### src/rtl/axis_log_packer_pkg.sv
// Shared definitions for the AXI-Stream log packer: FSM encoding, header
// field layout and the record marker.
package axis_log_pkg;

  typedef enum logic [1:0] {
    ST_IDLE = 2'd0,
    ST_HDR  = 2'd1,
    ST_DAT  = 2'd2
  } state_t;

  localparam int HDR_TS_LSB   = 32;
  localparam int HDR_TS_W     = 32;
  localparam int HDR_SEQ_LSB  = 16;
  localparam int HDR_SEQ_W    = 16;
  localparam int HDR_KEEP_LSB = 8;
  localparam int HDR_KEEP_W   = 8;
  localparam int HDR_MARK_LSB = 3;
  localparam int HDR_MARK_W   = 5;
  localparam int HDR_LAST_BIT = 2;
  localparam int HDR_ID_BIT   = 1;
  localparam int HDR_DEST_BIT = 0;

  localparam logic [HDR_MARK_W-1:0] HDR_MARKER = 5'b10101;

  function automatic logic [63:0] make_header(
    input logic [HDR_TS_W-1:0]   ts,
    input logic [HDR_SEQ_W-1:0]  seq,
    input logic [HDR_KEEP_W-1:0] keep,
    input logic                  last,
    input logic                  id,
    input logic                  dest
  );
    logic [63:0] h;
    h = '0;
    h[HDR_TS_LSB   +: HDR_TS_W]   = ts;
    h[HDR_SEQ_LSB  +: HDR_SEQ_W]  = seq;
    h[HDR_KEEP_LSB +: HDR_KEEP_W] = keep;
    h[HDR_MARK_LSB +: HDR_MARK_W] = HDR_MARKER;
    h[HDR_LAST_BIT]               = last;
    h[HDR_ID_BIT]                 = id;
    h[HDR_DEST_BIT]               = dest;
    return h;
  endfunction

endpackage

### src/rtl/axis_log_packer_if.sv
// Bundles the logged input stream and the packed record output stream.
// A transfer occurs on a rising clk edge where TVALID and TREADY are both high;
// once TVALID rises it stays high with payload stable until that transfer.
interface axis_log_packer_if;
  logic [63:0] in_TDATA;
  logic        in_TVALID;
  logic        in_TREADY;
  logic [7:0]  in_TKEEP;
  logic        in_TDEST;
  logic        in_TID;
  logic        in_TLAST;

  logic [63:0] out_TDATA;
  logic        out_TVALID;
  logic        out_TREADY;
  logic [7:0]  out_TKEEP;
  logic        out_TLAST;

  modport slave (
    input  in_TDATA, in_TVALID, in_TKEEP, in_TDEST, in_TID, in_TLAST, out_TREADY,
    output in_TREADY, out_TDATA, out_TVALID, out_TKEEP, out_TLAST
  );

  modport master (
    output in_TDATA, in_TVALID, in_TKEEP, in_TDEST, in_TID, in_TLAST, out_TREADY,
    input  in_TREADY, out_TDATA, out_TVALID, out_TKEEP, out_TLAST
  );
endinterface

### src/rtl/axis_log_packer.sv
// Turns each logged input flit into a header flit (timestamp, sequence, side
// channels) followed by the unchanged data flit. All outputs come from flops.
module axis_log_packer
  import axis_log_pkg::*;
#(
  parameter int DATA_WIDTH = 64
) (
  input  logic               clk,
  input  logic               rst,
  axis_log_packer_if.slave   bus,
  output state_t             o_state
);

  if (DATA_WIDTH != 64) begin : g_width_check
    $error("axis_log_packer: DATA_WIDTH must be 64");
  end

  state_t      r_state;
  state_t      w_next;
  logic        w_accept;
  logic        w_hdr_done;
  logic        w_dat_done;

  logic        r_in_ready;
  logic        r_out_valid;
  logic        r_out_last;
  logic [63:0] r_out_data;
  logic [63:0] r_data_hold;
  logic        r_last_hold;
  logic [15:0] r_seq;
  logic [31:0] r_ts;

  always_comb begin
    w_next     = r_state;
    w_accept   = 1'b0;
    w_hdr_done = 1'b0;
    w_dat_done = 1'b0;
    case (r_state)
      // r_in_ready is low for the first IDLE cycle after reset, so gate on it
      ST_IDLE: if (bus.in_TVALID && r_in_ready) begin
        w_accept = 1'b1;
        w_next   = ST_HDR;
      end
      ST_HDR: if (bus.out_TREADY) begin
        w_hdr_done = 1'b1;
        w_next     = ST_DAT;
      end
      ST_DAT: if (bus.out_TREADY) begin
        w_dat_done = 1'b1;
        w_next     = ST_IDLE;
      end
      default: w_next = ST_IDLE;
    endcase
  end

  always_ff @(posedge clk or posedge rst) begin
    if (rst) r_state <= ST_IDLE;
    else     r_state <= w_next;
  end

  always_ff @(posedge clk or posedge rst) begin
    if (rst) r_ts <= '0;
    else     r_ts <= r_ts + 32'd1;
  end

  // Output slice doubles as capture storage: header goes out directly, data waits in r_data_hold.
  always_ff @(posedge clk or posedge rst) begin
    if (rst) begin
      r_in_ready  <= 1'b0;
      r_out_valid <= 1'b0;
      r_out_last  <= 1'b0;
      r_out_data  <= '0;
      r_data_hold <= '0;
      r_last_hold <= 1'b0;
      r_seq       <= '0;
    end else begin
      r_in_ready <= (w_next == ST_IDLE);
      if (w_accept) begin
        r_out_valid <= 1'b1;
        r_out_last  <= 1'b0;
        r_out_data  <= make_header(r_ts, r_seq, bus.in_TKEEP, bus.in_TLAST,
                                   bus.in_TID, bus.in_TDEST);
        r_data_hold <= bus.in_TDATA;
        r_last_hold <= bus.in_TLAST;
      end else if (w_hdr_done) begin
        r_out_data <= r_data_hold;
        r_out_last <= r_last_hold;
      end else if (w_dat_done) begin
        r_out_valid <= 1'b0;
        r_out_last  <= 1'b0;
        r_seq       <= r_seq + 16'd1;
      end
    end
  end

  assign bus.in_TREADY  = r_in_ready;
  assign bus.out_TVALID = r_out_valid;
  assign bus.out_TDATA  = r_out_data;
  assign bus.out_TLAST  = r_out_last;
  assign bus.out_TKEEP  = 8'hFF;
  assign o_state        = r_state;

endmodule

### src/flat_wrapper.sv
// flat-port wrapper written by rule: the top's interface ports become plain ports
module axis_log_packer_flat import axis_log_pkg::*;
#(
  parameter int DATA_WIDTH = 64
)
  (clk, rst, o_state, bus_in_TDATA, bus_in_TVALID, bus_in_TKEEP, bus_in_TDEST, bus_in_TID, bus_in_TLAST, bus_out_TREADY, bus_in_TREADY, bus_out_TDATA, bus_out_TVALID, bus_out_TKEEP, bus_out_TLAST);
  axis_log_packer_if bus_i ();
  input  logic clk;
  input  logic rst;
  output state_t o_state;
  input wire logic [$bits(bus_i.in_TDATA)-1:0] bus_in_TDATA;
  input wire logic [$bits(bus_i.in_TVALID)-1:0] bus_in_TVALID;
  input wire logic [$bits(bus_i.in_TKEEP)-1:0] bus_in_TKEEP;
  input wire logic [$bits(bus_i.in_TDEST)-1:0] bus_in_TDEST;
  input wire logic [$bits(bus_i.in_TID)-1:0] bus_in_TID;
  input wire logic [$bits(bus_i.in_TLAST)-1:0] bus_in_TLAST;
  input wire logic [$bits(bus_i.out_TREADY)-1:0] bus_out_TREADY;
  output wire logic [$bits(bus_i.in_TREADY)-1:0] bus_in_TREADY;
  output wire logic [$bits(bus_i.out_TDATA)-1:0] bus_out_TDATA;
  output wire logic [$bits(bus_i.out_TVALID)-1:0] bus_out_TVALID;
  output wire logic [$bits(bus_i.out_TKEEP)-1:0] bus_out_TKEEP;
  output wire logic [$bits(bus_i.out_TLAST)-1:0] bus_out_TLAST;
  assign bus_i.in_TDATA = bus_in_TDATA;
  assign bus_i.in_TVALID = bus_in_TVALID;
  assign bus_i.in_TKEEP = bus_in_TKEEP;
  assign bus_i.in_TDEST = bus_in_TDEST;
  assign bus_i.in_TID = bus_in_TID;
  assign bus_i.in_TLAST = bus_in_TLAST;
  assign bus_i.out_TREADY = bus_out_TREADY;
  assign bus_in_TREADY = bus_i.in_TREADY;
  assign bus_out_TDATA = bus_i.out_TDATA;
  assign bus_out_TVALID = bus_i.out_TVALID;
  assign bus_out_TKEEP = bus_i.out_TKEEP;
  assign bus_out_TLAST = bus_i.out_TLAST;
  axis_log_packer #(.DATA_WIDTH(DATA_WIDTH)) u_core (.clk(clk), .rst(rst), .bus(bus_i), .o_state(o_state));
endmodule
### config.mk
export PLATFORM = sky130hd
export DESIGN_NAME = axis_log_packer_flat
export DESIGN_NICKNAME = d
export VERILOG_FILES = /design/src/rtl/axis_log_packer_pkg.sv /design/src/rtl/axis_log_packer_if.sv /design/src/rtl/axis_log_packer.sv /design/src/flat_wrapper.sv
export SDC_FILE = /design/constraint.sdc
export NUM_CORES = 1
export LEC_CHECK = 0
export ABC_AREA = 1
export CELL_PAD_IN_SITES_DETAIL_PLACEMENT = 1
export CELL_PAD_IN_SITES_GLOBAL_PLACEMENT = 1
export CORE_UTILIZATION = 35
export CTS_CLUSTER_DIAMETER = 50
export CTS_CLUSTER_SIZE = 40
export DETAILED_ROUTE_END_ITERATION = 8
export GPL_ROUTABILITY_DRIVEN = 0
export PLACE_DENSITY = 0.87
export SLEW_MARGIN = 20
export SYNTH_ARGS = -nofsm -noshare
export SYNTH_HDL_FRONTEND = slang
export SYNTH_SLANG_ARGS = --single-unit
### constraint.sdc
create_clock -name clk -period 6.4 [get_ports clk]
set_input_delay 1.28 -clock clk [delete_from_list [all_inputs] [get_ports clk]]
set_output_delay 1.28 -clock clk [all_outputs]
set_load 0.005 [all_outputs]
==> impl_results.md <==
* Total negative setup slack at 0 ns
* Met2 GRT Util at 0.3500
* Worst setup skew after layout at 0.01071 ns
* Portion of total power attributed to combinational logic at 0.340
* Cell at the slowest stage of the critical path: sky130_fd_sc_hd__inv_4
* Number of library cell types mapped by synthesis at 29
* Reg2Reg Capture Point: u_core.bus.out_TDATA[35]
* Kind of path behind the tightest hold check: flip-flop to flip-flop
* Total length of routed wires at 21600 µm
* Count of endpoints failing hold in the final timing report at 0
* Number of buffers created by CTS at 17
* Cells along the critical path: clkdlybuf4s50_1, nand3_4, inv_4, buf_4, nand2_1, o211ai_1
* Share of layout cells above drive strength 1 at 0.05294
* Worst-case clock buffer depth at 2
* Type of the worst setup path: input pin to flip-flop
* Critical path capture point type: flip-flop
* Sw Ratio at 0.3431
* CP max stage delay at between 0.8 and 0.9 ns
* Reg2reg path depth at 6
* Status: completed
* Clock latency of the later-clocked register in the worst-skew pair at roughly 0.44 ns
* Top-Level Pins at approximately 160
* Via count of the first global-routing pass at a little under 7000
* Number of setup violations in the final report at 0
* Antenna violations before repair at 0
* Fillers at between 2000 and 3000
* Estimated wirelength of the detail-placed design at 15010 µm
* Initial core utilization at 0.3574
* Die Y at around 150 µm
* Library cell used as clock root buffer: sky130_fd_sc_hd__clkbuf_16
* Number of antenna repair diodes at 0
* Fin. max-slew vios at 0
* Setup repair after global routing missed its margin: no
* Power per unit of standard cell area at about 430 nW/µm²
* Count of standard-cell rows at 54
* Min-delay src: u_core.r_data_hold[43]
* Final nets at around 1100
* Count of port buffers added during placement at roughly 150
* Total core area at approximately 22000 µm²
* Number of cells in the finished layout apart from fillers at about 1300
* Remaining DRCs at 0
* Slew @ Worst Pin at between 0.9 and 1 ns
* Part of the Yosys area used for sequential elements at 0.5821
* Number of synthesis warnings at 0
* Met1 track demand over resource in global routing at 0.2422
* Most Crowded Layer GR: met2
* Gate count after technology mapping at 887
* Post-route minimum period at 3.688 ns
* Placed cells at approximately 1300
* H-Tree Depth at 4
* Met3 Use GR at 0.03862
* Post-CTS Repair Setup Buffers at 0
* Final period util at 0.5763
* Initial DRC count at approximately 290
* Worst-path maximum fanout at 70
* Type of element launching the critical path: input pin
* Area growth from synthesis to final layout at 28.88%
* TritonCTS clock tree: done
* Proportion of power drawn by flip-flops and latches at 0.410
* Chip Width at roughly 150 µm
* Number of maximum-capacitance constraint violations at 0
* WHS Endpoint: u_core.r_data_hold[43]
* Total track usage at 0.1986
* Number of routed nets with antenna violations at 0
* Post-synthesis cell area at between 7000 and 8000 µm²
* Arrival time at the worst endpoint at ~4.0 ns
* First-pass iteration count of the detailed router at 4
* Area enclosed by the die boundary at 22960 µm²
* Max IR drop VDD at approximately 0.17 mV
* Required arrival time at the worst endpoint at approximately 6.7 ns
* Largest net degree at the start of global routing at 84
* Internal power of the cells at 2.863 mW
* Achievable Freq at between 0.2 and 0.3 GHz
* Total via count after detailed routing at ~6400
* Clk network pwr share at 0.250
* Pwr Total at 4.358 mW
* Static Leak at about 4.6 nW
* Worst reg2reg startpoint: u_core.o_state[1]
* Average wire length per cell after detail routing at 16.37 µm
* Number of hold buffers added after CTS at 0
* Total of flip-flops plus latches after synthesis at between 150 and 200
* Per-instance average area after synthesis at between 8 and 9 µm²
* R2r setup slk at between 3 and 4 ns
* TritonCTS Sinks at 182
* Sw Pwr at roughly 1.5 mW
* Cts repair resizes at 0
* Tightest slew margin relative to the limit at 0.3820
* Worst Hold Depth at 2
* Mean number of vias per cell at approximately 5
* Clock-pin slew reported for the worst setup and hold paths after clock tree synthesis at ~0.07 ns
* First-pass GRT wire length at about 35000 µm
* Remaining global-route overflow at 0
synth_stat cells (all sizes together):
cell,instances,area (µm²)
nand3b,13,97.59
ha,2,25.02
nor3,2,10.01
or2,3,18.77
clkbuf,3,11.26
a31oi,3,18.77
o21a,3,22.52
buf,37,235.2
xnor2,9,78.83
nand3,14,95.09
nand4,3,18.77
dfrtp,182,4554
o211ai,56,420.4
conb,1,3.750
o21ai,7,35.03
nand2,435,1643
nor2,66,267.8
xor2,17,148.9
and2,1,6.260
inv,30,112.6
worst max-delay path, delay by kind of cell:
kind	cells	cell delay, ns
buffers and inverters	3	1.78
AND/OR/NAND/NOR	2	0.80
AO/OA/AOI/OAI	1	0.13
worst max path at each step:
stage                                          end  depth (start not counted)           from
final                     u_core.bus.out_TDATA[35]                          6  bus_in_TVALID
after global routing      u_core.bus.out_TDATA[55]                          6  bus_in_TVALID
after CTS                 u_core.bus.out_TDATA[35]                          6  bus_in_TVALID
after detailed placement  u_core.bus.out_TDATA[52]                          6  bus_in_TVALID
after global placement    u_core.bus.out_TDATA[48]                          6  bus_in_TVALID
after floorplan               u_core.bus.in_TREADY                          1            rst
stage by stage:
step / setup slack [ns] / utilization / hold slack [ns] / area, µm²
2_1_floorplan: 0.1763 / - / 0.4430 / 7850
3_3_place_gp: 2.289 / 0.4330 / 0.4529 / 9478
3_5_place_dp: 2.230 / 0.4330 / 0.4600 / 9478
4_1_cts: 2.666 / 0.4606 / 0.4827 / 10080
5_1_grt: 2.475 / 0.4606 / 0.4921 / 10080
6_report: 2.712 / 0.4606 / 0.4762 / 10080
power by group through the flow:
stage	sequential [mW]	clock (mW)	combinational (mW)
after floorplan	1.77	0	0.798
after global placement	1.79	0	1.43
after detailed placement	1.81	0	1.50
after CTS	1.79	1.11	1.52
after global routing	1.83	1.15	1.67
final	1.79	1.09	1.48
logic make-up after synthesis:
logic type | after synthesis | share of synthesized area
compound gates | 69 | 0.06349
fa+ha+maj | 2 | 0.003198
simple gates | 537 | 0.2757
flops | 182 | 0.5821
buf+inv | 70 | 0.04590
xor+xnor | 26 | 0.02911
other cells | 1 | 0.0004793
state kept, by name, indices dropped and copies added, names as in the netlist:
register / flops
u_core.r_data_hold: 64
u_core.r_last_hold: 1
u_core.r_ts: 32
u_core.bus.out_TLAST: 1
u_core.bus.out_TDATA: 64
u_core.bus.in_TREADY: 1
u_core.r_seq: 16
u_core.bus.out_TVALID: 1
u_core.o_state: 2
area by class of cell:
class | count | area [µm²] | share of cell area
flip-flops and latches | 182 | 4554 | 0.4517
multi-input cells | 642 | 2937 | 0.2912
repair buffers | 153 | 1516 | 0.1504
clock buffers | 18 | 439.2 | 0.04355
well taps | 280 | 350.3 | 0.03474
clock inverters | 14 | 166.4 | 0.01650
inverters | 30 | 120.1 | 0.01191
cells in the final DEF, fill, tap and decap left out:
cell,count
sky130_fd_sc_hd__clkbuf_8,1
sky130_fd_sc_hd__conb_1,8
sky130_fd_sc_hd__nor2_4,1
sky130_fd_sc_hd__clkbuf_16,17
sky130_fd_sc_hd__inv_4,1
sky130_fd_sc_hd__ha_1,2
sky130_fd_sc_hd__nor2_2,5
sky130_fd_sc_hd__nor3_1,2
sky130_fd_sc_hd__xnor2_1,9
sky130_fd_sc_hd__a31oi_1,3
sky130_fd_sc_hd__o21ai_0,4
sky130_fd_sc_hd__nand3_4,2
sky130_fd_sc_hd__inv_8,3
sky130_fd_sc_hd__nand4_1,3
sky130_fd_sc_hd__o211ai_1,56
sky130_fd_sc_hd__inv_2,2
sky130_fd_sc_hd__and2_1,1
sky130_fd_sc_hd__nand2_1,433
sky130_fd_sc_hd__buf_4,6
sky130_fd_sc_hd__nand2_4,1
sky130_fd_sc_hd__nand2_2,1
sky130_fd_sc_hd__nor2_1,60
sky130_fd_sc_hd__inv_1,26
sky130_fd_sc_hd__o21a_1,3
sky130_fd_sc_hd__inv_6,5
sky130_fd_sc_hd__dfrtp_1,182
sky130_fd_sc_hd__nand3_1,12
sky130_fd_sc_hd__clkinvlp_4,5
sky130_fd_sc_hd__or2_2,3
sky130_fd_sc_hd__clkdlybuf4s50_1,147
sky130_fd_sc_hd__bufinv_16,2
sky130_fd_sc_hd__o21ai_1,3
sky130_fd_sc_hd__xor2_1,17
sky130_fd_sc_hd__nand3b_1,13
per-layer routing:
metal	vias up	wire, µm
li1	3080	-
met1	3176	9434
met2	134	10830
met3	29	941
met4	0	387
met5	-	0
Power figures use the tool's default switching activity.
